## config.mk

```make
export PLATFORM = sky130hd
export DESIGN_NAME = npc_ctrl_fsm
export DESIGN_NICKNAME = d
export VERILOG_FILES = /design/src/rtl/npc_ctrl_fsm.sv
export SDC_FILE = /design/constraint.sdc
export NUM_CORES = 1
export LEC_CHECK = 0
export ABC_AREA = 1
export CORE_AREA = 2 2 260 262
export DETAILED_ROUTE_END_ITERATION = 12
export DIE_AREA = 0 0 262 264
export GPL_ROUTABILITY_DRIVEN = 0
export SKIP_CTS_REPAIR_TIMING = 1
export SLEW_MARGIN = 30
export SYNTH_ARGS = -nofsm -noshare
export SYNTH_HDL_FRONTEND = slang
export SYNTH_SLANG_ARGS = --single-unit
```

## constraint.sdc

```tcl
create_clock -name clk -period 2.2 [get_ports clk]
set_input_delay 0.44 -clock clk [delete_from_list [all_inputs] [get_ports clk]]
set_output_delay 0.44 -clock clk [all_outputs]
set_load 0.02 [all_outputs]
```

## src/rtl/npc_ctrl_fsm.sv

```systemverilog
// rtl/npc_ctrl_fsm.sv - multi-cycle fetch/exec/mem/wb sequencer owning pc and instruction register
// Optional NPC_CTRL_PERF_EN adds perf_cycles/perf_instret counters.
module npc_ctrl_fsm #(
    parameter int              XLEN       = 64,
    parameter logic [XLEN-1:0] RESET_PC   = XLEN'(64'h8000_0000),
    parameter int              WAIT_LIMIT = 255
) (
    input  logic            clk,
    input  logic            rst,
    output logic            imem_req_valid,
    input  logic            imem_req_ready,
    output logic [XLEN-1:0] imem_addr,
    input  logic            imem_rvalid,
    input  logic [31:0]     imem_rdata,
    output logic [31:0]     inst,
    input  logic            dec_reg_wen,
    input  logic            dec_mem_wen,
    input  logic            dec_mem_ren,
    input  logic            dec_is_ebreak,
    input  logic            dec_inst_not_ipl,
    input  logic [7:0]      dec_wmask,
    input  logic [XLEN-1:0] exu_npc,
    input  logic [XLEN-1:0] exu_mem_addr,
    input  logic [XLEN-1:0] exu_mem_wdata,
    output logic            dmem_req_valid,
    input  logic            dmem_req_ready,
    output logic            dmem_we,
    output logic [XLEN-1:0] dmem_addr,
    output logic [XLEN-1:0] dmem_wdata,
    output logic [7:0]      dmem_wmask,
    input  logic            dmem_rvalid,
    input  logic [XLEN-1:0] dmem_rdata,
    output logic [XLEN-1:0] mem_rdata,
    output logic [XLEN-1:0] pc,
    output logic            rf_wen,
    output logic            commit,
    output logic            halt,
    output logic            trap
`ifdef NPC_CTRL_PERF_EN
    ,
    output logic [63:0]     perf_cycles,
    output logic [63:0]     perf_instret
`endif
);

    typedef enum logic [2:0] {
        S_FETCH, S_IWAIT, S_EXEC, S_MEM, S_MWAIT, S_WB, S_HALT, S_TRAP
    } state_t;

    // Counter holds cycles already spent in the current wait state; the limit
    // is hit on the WAIT_LIMIT-th cycle, where a handshake still takes priority.
    localparam logic [31:0] WAIT_LAST = (WAIT_LIMIT == 0) ? 32'd0 : 32'(WAIT_LIMIT - 1);

    state_t      state;
    state_t      state_next;
    logic [31:0] wait_cnt;
    logic        is_wait_state;
    logic        wait_hit;
    logic        npc_misaligned;
    logic        exec_mem;

    assign is_wait_state  = (state == S_FETCH) || (state == S_IWAIT) ||
                            (state == S_MEM)   || (state == S_MWAIT);
    assign wait_hit       = (WAIT_LIMIT != 0) && is_wait_state && (wait_cnt == WAIT_LAST);
    assign npc_misaligned = (exu_npc[1:0] != 2'b00);
    assign exec_mem       = dec_mem_wen | dec_mem_ren;

    always_ff @(posedge clk) begin
        if (rst) begin
            state <= S_FETCH;
        end else begin
            state <= state_next;
        end
    end

    always_comb begin
        state_next = state;
        case (state)
            S_FETCH: begin
                if (imem_req_ready)  state_next = S_IWAIT;
                else if (wait_hit)   state_next = S_TRAP;
            end
            S_IWAIT: begin
                if (imem_rvalid)     state_next = S_EXEC;
                else if (wait_hit)   state_next = S_TRAP;
            end
            S_EXEC: begin
                if (dec_inst_not_ipl)   state_next = S_TRAP;
                else if (dec_is_ebreak) state_next = S_HALT;
                else if (exec_mem)      state_next = S_MEM;
                else                    state_next = S_WB;
            end
            S_MEM: begin
                if (dmem_req_ready)  state_next = S_MWAIT;
                else if (wait_hit)   state_next = S_TRAP;
            end
            S_MWAIT: begin
                if (dmem_rvalid)     state_next = S_WB;
                else if (wait_hit)   state_next = S_TRAP;
            end
            S_WB: begin
                state_next = npc_misaligned ? S_TRAP : S_FETCH;
            end
            S_HALT:  state_next = S_HALT;
            S_TRAP:  state_next = S_TRAP;
            default: state_next = S_FETCH;
        endcase
    end

    always_comb begin
        imem_req_valid = (state == S_FETCH);
        imem_addr      = pc;
        dmem_req_valid = (state == S_MEM);
        commit         = (state == S_WB) && !npc_misaligned;
        rf_wen         = commit && dec_reg_wen;
        halt           = (state == S_HALT);
        trap           = (state == S_TRAP);
    end

    always_ff @(posedge clk) begin
        if (rst) begin
            pc         <= RESET_PC;
            inst       <= 32'd0;
            mem_rdata  <= '0;
            dmem_we    <= 1'b0;
            dmem_addr  <= '0;
            dmem_wdata <= '0;
            dmem_wmask <= 8'd0;
            wait_cnt   <= 32'd0;
        end else begin
            if (state_next != state) begin
                wait_cnt <= 32'd0;
            end else if (is_wait_state) begin
                wait_cnt <= wait_cnt + 32'd1;
            end
            if (state == S_IWAIT && imem_rvalid) begin
                inst <= imem_rdata;
            end
            if (state == S_EXEC && !dec_inst_not_ipl && !dec_is_ebreak && exec_mem) begin
                dmem_we    <= dec_mem_wen;
                dmem_addr  <= exu_mem_addr;
                dmem_wdata <= exu_mem_wdata;
                dmem_wmask <= dec_mem_wen ? dec_wmask : 8'd0;
            end
            // Store acks also raise dmem_rvalid; only loads update the writeback data.
            if (state == S_MWAIT && dmem_rvalid && !dmem_we) begin
                mem_rdata <= dmem_rdata;
            end
            if (commit) begin
                pc <= exu_npc;
            end
        end
    end

`ifdef NPC_CTRL_PERF_EN
    always_ff @(posedge clk) begin
        if (rst) begin
            perf_cycles  <= 64'd0;
            perf_instret <= 64'd0;
        end else begin
            if (!halt && !trap) begin
                perf_cycles <= perf_cycles + 64'd1;
            end
            if (commit) begin
                perf_instret <= perf_instret + 64'd1;
            end
        end
    end
`endif

endmodule
```

==> reports/metrics.cfg, run 1 <==
[hold_path]
hold_path_class=flip-flop to flip-flop

[flow_run]
maxCapViolCount=0

[place]
post-place-ws_ns=-0.408
dp_hpwl_um=38300
dp_cells=3160
numPortBuffers=673

[routing]
met1_length_um=20300
vias=13100
routedWlPerCell_um=15.5
vias_per_cell=4.04
wirelength_um=50100
wl_met3_um=4860
drtIter0Drc=613
dr.pass1.iters=4
ant_nets=0
route.met2.wl_um=23500
top_layer=met4
drc=0

[synthesis]
avgSynthCellArea_um2=7.65
netlist.area_leader.share_pct=51.1
yosysSeqAreaShare_pct=51.1
ys.flop_type=dfxtp_1
netlist_instances=1698
syn_nets=2007
yosysWarnings=0
ys_types=36
synth_area_leaders=dfxtp_1 51%, nor2_1 14%, o21ai_0 11%
ys_seq_elements=332
synthesis.area_um2=13000
async_flop_share_pct=0
synth_edf_count=0
synth_top_area_cell=dfxtp_1

[floorplan]
core_um2=66600
die_w_um=262
io_pins=674
die_h_um=264
start_util_pct=19.5
placementRows=95
dieArea_um2=69200

[sta]
skew_ns=0.00909
slew_headroom_pct=60.3
fin_setup_tns_ns=0
period_share_pct=96.6
fmax_mhz=471
slew_violations=0
fin_ws_ns=0.0748
rsz0062_at_grt=no
worst_pin_slew_ns=0.595
finalHoldViolCount=0
fin_crit_ns=2.13
setup_viol=0
hold_ws_ns=0.440

[clocking]
clock_sinks=332
numCtsBuffers=40
cts_max_level=2
cts_tree=done
clk_pin_slew_ns=0.06
clockBufferDepth=3
insertion_delay_ns=0.54
clock-root-buffer=clkbuf_16

[worst_setup_path]
cp-startpoint=imem_addr[57]
crit_fanout=3
cp.arrival_ns=1.69
ff2ff_path_depth=15
endpoint=pc[57]
worst_r2r_startpoint=state[1]
end_kind=output port
crit_buf_inv=1
r2r_end=wait_cnt[27]
critPathMaxStageDelay_ns=0.67
path_cells=clkdlybuf4s50_1
rrSetupSlack_ns=0.21
crit_cells=1
crit_type=flip-flop to output port
critical_path.top_delay_family=buffers and inverters
worstPathRequired_ns=1.76
crit_path_top_delay_cell=clkdlybuf4s50_1
cp-start-kind=flip-flop

[power_and_ir_drop]
p_per_area_nw_per_um2=857
ir_worst_vdd_mv=0.572
cellLeakagePower_nw=8.48

[layout]
nets=2642
seqCellArea_um2=6650
final_cells=3232
antenna_cells=0
layout_common_cells=665 x clkdlybuf4s50_1, 497 x nor2_1, 331 x dfxtp_1
fillers=7004
area_growth_pct=70.0
drive_gt1_share_pct=8.94
final_common_cell=clkdlybuf4s50_1
multi_input_area_um2=5030

[global_route]
track_usage_pct=13.8
grt_pass1_vias=12600
antenna_found_initial=0
overflow=0
grt_max_degree=69
grt_first_pass_wirelength_um=74100

[run_status]
status=complete, no violations

## per-stage QoR
stage / utilization [%] / power, W / area, um2
3_5_place_dp: 31.1 / 0.0124 / 20700
3_3_place_gp: 31.1 / 0.0124 / 20700
5_1_grt: 33.2 / 0.0200 / 22100
4_1_cts: 33.1 / 0.0191 / 22000
6_report: 33.2 / 0.0189 / 22100
2_1_floorplan: - / 0.00973 / 13000
## where the power goes
part | internal, W | switching, W | total [W]
Combinational | 0.00253 | 0.00286 | 0.00539
Sequential | 0.00665 | 0.000351 | 0.00700
Clock | 0.00394 | 0.00260 | 0.00655
## routing by layer
layer / global-route usage [%] / vias to the layer above
met5: 0 / -
met4: 4.79 / 0
met3: 4.85 / 78
met2: 23.3 / 518
met1: 16.0 / 5847
li1: - / 6616
## layout make-up
| cell class | instances | share of cell area [%] |
|---|---|---|
| Tap cell | 873 | 4.94 |
| Clock buffer | 60 | 5.56 |
| Inverter | 115 | 1.99 |
| Multi-Input combinational cell | 1084 | 22.8 |
| Sequential cell | 332 | 30.1 |
| Timing Repair Buffer | 760 | 34.3 |
| Clock inverter | 8 | 0.323 |
## sequential cells by signal (all words and copies together), names as in the netlist
register	cells
dmem_addr	64
dmem_wdata	64
imem_addr	64
mem_rdata	64
inst	32
wait_cnt	32
dmem_wmask	8
state	3
dmem_we	1
## synthesized netlist by cell type, types with 2 or more instances
master / n
nand2_4: 3
inv_2: 6
nand3_1: 31
nor2_2: 21
nor4_1: 2
nand3_2: 4
nor2_1: 500
nor3_1: 10
xnor2_1: 3
clkbuf_1: 87
nor2_4: 3
nand2_2: 5
nor3_2: 3
buf_4: 64
inv_1: 108
o21ai_1: 5
nand4_1: 12
buf_2: 10
buf_6: 4
a21oi_1: 80
buf_1: 2
o21ai_0: 289
ha_1: 2
dfxtp_1: 332
xor2_1: 25
nand2_1: 77
## worst min-delay path by stage
| stage | slack, ns | cells past startpoint | start | to |
|---|---|---|---|---|
| floorplan | 0.52 | 3 | wait_cnt[27] | wait_cnt[27] |
| global placement | 0.43 | 2 | mem_rdata[22] | mem_rdata[22] |
| detailed placement | 0.43 | 2 | mem_rdata[37] | mem_rdata[37] |
| CTS | 0.42 | 3 | dec_wmask[3] | dmem_wmask[3] |
| global route | 0.45 | 3 | exu_mem_wdata[51] | dmem_wdata[51] |
| finish | 0.44 | 2 | mem_rdata[51] | mem_rdata[51] |
## cells by family after synthesis
| kind of cell | share of synthesized area, % |
|---|---|
| AND/OR/NAND/NOR | 21.9 |
| XOR/XNOR | 1.89 |
| AO/OA/AOI/OAI | 14.6 |
| adder cells (fa/ha/maj) | 0.193 |
| buffers and inverters | 10.3 |
| flip-flops | 51.1 |
Power figures use the tool's default switching activity.
==> inputs of run 2 (changes only) <==
Settings changed: GPL_TIMING_DRIVEN from default to 0.
==> run 2 against run 1 <==
Sequential share of layout area is 0.25 points lower. Sequential power about the same. First-iteration DRC count rose by 4.7%. Flip-flop and latch count did not move. Clock skew up 0.011 ns. Largest cell class unchanged.
==> reports/metrics.cfg, run 2 (same netlist as run 1, synthesis figures left out) <==
[worst_setup_path]
end_kind=output port
crit_path_top_delay_cell=dfxtp_2
crit_buf_inv=5
worstPathRequired_ns=1.76
critical_path.top_delay_family=buffers and inverters
critPathMaxStageDelay_ns=0.35
cp.arrival_ns=1.73
path_cells=inv_4 > nand4_1 > buf_6 > inv_1 > buf_8 > buf_4
crit_fanout=10
crit_type=flip-flop to output port
cp-start-kind=flip-flop

[clocking]
clock-root-buffer=clkbuf_16
cts_tree=done
clockBufferDepth=3
insertion_delay_ns=0.55
numCtsBuffers=41
clock_sinks=332
clk_pin_slew_ns=0.06
cts_max_level=2

[power_and_ir_drop]
ir_worst_vdd_mv=0.509
p_per_area_nw_per_um2=846
cellLeakagePower_nw=8.72

[layout]
area_growth_pct=71.6
fin_area_um2=22300
utilization_pct=33.5
fillers=7012
layout_common_cells=659 x clkdlybuf4s50_1, 496 x nor2_1, 327 x dfxtp_1
final_common_cell=clkdlybuf4s50_1
drive_gt1_share_pct=9.90
nets=2727

[sta]
skew_ns=0.0205
finalHoldViolCount=0
slew_headroom_pct=41.1
slew_violations=0
fmax_mhz=460
period_share_pct=98.8
fin_crit_ns=2.17
fin_setup_tns_ns=0
setup_viol=0
rsz0062_at_grt=yes
worst_pin_slew_ns=0.884

[global_route]
antenna_found_initial=4
overflow=0
track_usage_pct=15.7
grt_max_degree=13
grt_first_pass_wirelength_um=82200
grt_pass1_vias=13200

[routing]
routedWlPerCell_um=17.2
vias=13600
drtIter0Drc=642
vias_per_cell=4.09
drc=0
ant_nets=0
wirelength_um=57000
dr.pass1.iters=5

[floorplan]
core_um2=66600
die_w_um=262
placementRows=95
die_h_um=264
dieArea_um2=69200
start_util_pct=19.5
io_pins=674

[place]
dp_hpwl_um=44900
postPlaceCellArea_um2=20900
numPortBuffers=673

[hold_path]
hold_path_class=flip-flop to flip-flop

[flow_run]
maxCapViolCount=0

[run_status]
status=complete, no violations

==> run 2: cell count changes in the layout (fill, tap and decap cells not counted), sizes merged <==
cell,before,now
dlymetal6s2s,6,11
clkbuf,62,146
clkinvlp,1,2
clkdlybuf4s50,665,659
buf,87,86
inv,114,115
clkinv,7,9
diode,0,1
==> run 2: area by class of cell <==
class | instances | area [um2] | area share (%)
clock buffers | 58 | 1200 | 5.38
inverters | 115 | 435 | 1.95
well taps | 873 | 1090 | 4.90
diodes | 1 | 2.50 | 0.0112
repair buffers | 678 | 6810 | 30.5
clock inverters | 12 | 93.8 | 0.421
multi-input cells | 1084 | 5050 | 22.7
flip-flops and latches | 332 | 6650 | 29.8
plain buffers | 166 | 960 | 4.30
==> run 2: per-stage QoR <==
step           total power (W)  worst slack [ns]  hold slack (ns)  cells
6_report                0.0189            0.0257            0.440   3319
5_1_grt                 0.0198           -0.0857            0.449   3318
4_1_cts                 0.0191             -1.90            0.434   3316
3_5_place_dp            0.0123             -1.89            0.435   3246
3_3_place_gp            0.0123             -1.95            0.431   3244
2_1_floorplan          0.00973             0.399            0.520   1698
==> run 2: layer usage <==
metal / wire length, um / track usage [%]
met1: 22400 / 17.6
met2: 27600 / 27.8
met3: 5240 / 5.01
met4: 1730 / 5.28
met5: 25 / 0
==> run 2: worst paths after layout <==
path	endpoint	from	slack [ns]	depth (start not counted)
hold / removal	mem_rdata[2]	mem_rdata[2]	0.44	2
hold reg to reg	mem_rdata[2]	mem_rdata[2]	0.44	2
setup / recovery	commit	state[1]	0.03	6
setup reg to reg	inst[7]	state[2]	0.08	9
==> run 2: power by group <==
| group | internal (W) | switching, W |
|---|---|---|
| combinational | 0.00231 | 0.00293 |
| clock | 0.00390 | 0.00272 |
| sequential | 0.00665 | 0.000357 |
==> run 2: worst register-to-register path: stages, from the launching register on <==
cell	delay, ns
dfxtp_2	0.36
inv_2	0.12
nand2_4	0.08
inv_2	0.09
nand2_1	0.10
nor2_4	0.26
inv_1	0.20
clkbuf_1	0.35
nor2_1	0.34
nor2_1	0.09
==> inputs of run 3 (changes only) <==
Settings changed: CORE_AREA 2 2 260 262 to 2 2 259 261, DIE_AREA 0 0 262 264 to 0 0 261 263, SKIP_CTS_REPAIR_TIMING 1 to default.
Clock period 2.2 ns to 1.84 ns, I/O delays scaled along.
==> run 3 against run 2 <==
The flow now finishes with violations (negative setup slack). Cell count is 2.2% higher. Clock skew rose by 0.0055 ns. Die area down 0.76%. Core utilization grew 4.1 points. Worst hold slack got worse by 0.057 ns. Design area increased by 11%. Worst setup slack got worse by 0.29 ns. Clock power is 21% higher. First-iteration DRC count down 1.6%. Power grew 31%. Critical path depth is 10 higher.
==> reports/metrics.cfg, run 3 (same netlist as run 1, synthesis figures left out) <==
[worst_setup_path]
cp.arrival_ns=2.58
cp-start-kind=flip-flop
end_kind=flip-flop
worstPathRequired_ns=2.31
crit_type=flip-flop to flip-flop
crit_fanout=5

[hold_path]
hold_path_class=input port to flip-flop

[power_and_ir_drop]
power_w=0.0247
p_clk_share_pct=32.4
netSwitchingFraction_pct=33.2
p_switching_w=0.00820
ir_worst_vdd_mv=0.765
p_per_area_nw_per_um2=1000
pwr-share-comb_pct=33.7
cellLeakagePower_nw=11.3
p_int_w=0.0165
seq_power_share_pct=33.9

[clocking]
clockBufferDepth=3
clk_pin_slew_ns=0.06
numCtsBuffers=41
clock-root-buffer=clkbuf_16
cts_max_level=2
cts_tree=done
insertion_delay_ns=0.56
clock_sinks=332

[sta]
slew_violations=0
fin_ws_ns=-0.266
fin_crit_ns=2.11
skew_ns=0.0261
fmax_mhz=475
worst_pin_slew_ns=1.04
finalHoldViolCount=0
period_share_pct=114
setup_viol=192
rsz0062_at_grt=yes
hold_ws_ns=0.383
slew_headroom_pct=30.6

[floorplan]
die_w_um=261
core_um2=65600
dieArea_um2=68600
die_h_um=263
start_util_pct=19.8
placementRows=94
io_pins=674

[layout]
final_common_cell=nor2_1
final_cells=3392
area_growth_pct=89.8
layout_common_cells=402 x nor2_1, 355 x dlygate4sd2_1, 321 x dfxtp_1
drive_gt1_share_pct=22.4
nets=2803
utilization_pct=37.6

[global_route]
grt_pass1_vias=13900
grt_max_degree=13
grt_first_pass_wirelength_um=87200
antenna_found_initial=8
track_usage_pct=16.8
overflow=0

[place]
numPortBuffers=673
post-place-ws_ns=-2.19
dp_cells=3235
dp_hpwl_um=45700

[routing]
vias_per_cell=4.16
met1_length_um=24300
route.met2.wl_um=30400
drc=0
vias=14100
top_layer=met5
routedWlPerCell_um=18.5
dr.pass1.iters=5
drtIter0Drc=632
wirelength_um=62900
ant_nets=0
wl_met3_um=5370

[run_status]
failed_checks=negative setup slack
status=complete, but fails checks

[flow_run]
maxCapViolCount=0

run 3: cell types whose count changed in the layout (fill, tap and decap cells not counted), moves of 46 or more:
cell and change:
o21ai_0 -73, nor2_1 -94, clkdlybuf4s50_1 -355, nor2_2 +51
a21oi_1 -46, dlygate4sd2_1 +355
run 3: cell type report:
| type | instances | area, um2 |
|---|---|---|
| well taps | 864 | 1080 |
| clock inverters | 16 | 170 |
| diodes | 3 | 7.51 |
| fillers | 6672 | 41000 |
| flip-flops and latches | 332 | 6670 |
| inverters | 115 | 459 |
| repair buffers | 757 | 7520 |
| plain buffers | 163 | 1590 |
| clock buffers | 58 | 1130 |
| multi-input cells | 1084 | 6050 |
run 3: worst max-delay path, cell delays in order, from the launching register on:
cell	delay (ns)
dfxtp_4	0.38
buf_12	0.12
clkinv_8	0.05
nand2_8	0.09
inv_8	0.04
nand2_4	0.06
inv_4	0.04
buf_6	0.11
a21oi_4	0.12
o21ai_2	0.10
nor2_2	0.16
nand4_1	0.14
nand2_2	0.12
nand4_4	0.12
buf_6	0.17
buf_8	0.13
nor2_1	0.07
run 3: power groups by stage:
stage	clock (W)	combinational, W	sequential [W]
after floorplan	0	0.00231	0.00932
after global placement	0	0.00625	0.00850
after detailed placement	0	0.00623	0.00853
after CTS	0.00825	0.00768	0.00838
after global routing	0.00849	0.00887	0.00847
final	0.00801	0.00833	0.00839
run 3: per-layer routing:
metal | up-vias | global-route usage, %
li1 | 6967 | -
met5 | - | 0
met4 | 6 | 6.73
met1 | 6469 | 18.6
met3 | 126 | 5.55
met2 | 554 | 29.4
run 3: stage by stage:
stage	area, um2	setup TNS (ns)
detailed placement	20800	-282.46
global placement	20800	-374.42
global route	24700	-38.72
finish	24700	-17.93
CTS	23300	-15.71
floorplan	13000	0
run 3: worst paths after layout:
kind	end	cells past startpoint	slack, ns	from
worst max-delay path	wait_cnt[15]	16	-0.27	state[0]
worst min-delay path	imem_addr[31]	3	0.38	exu_npc[31]
worst max register to register	wait_cnt[15]	16	-0.27	state[0]
worst min register to register	mem_rdata[62]	2	0.44	mem_rdata[62]
run 3: timing repair:
action,CTS,global route
setup endpoints to repair,698,322
buffers inserted,37,22
resized for setup,776,292
pin swaps,49,57
endpoints found under the hold margin,0,0
cloned,9,17
hold buffers,0,0
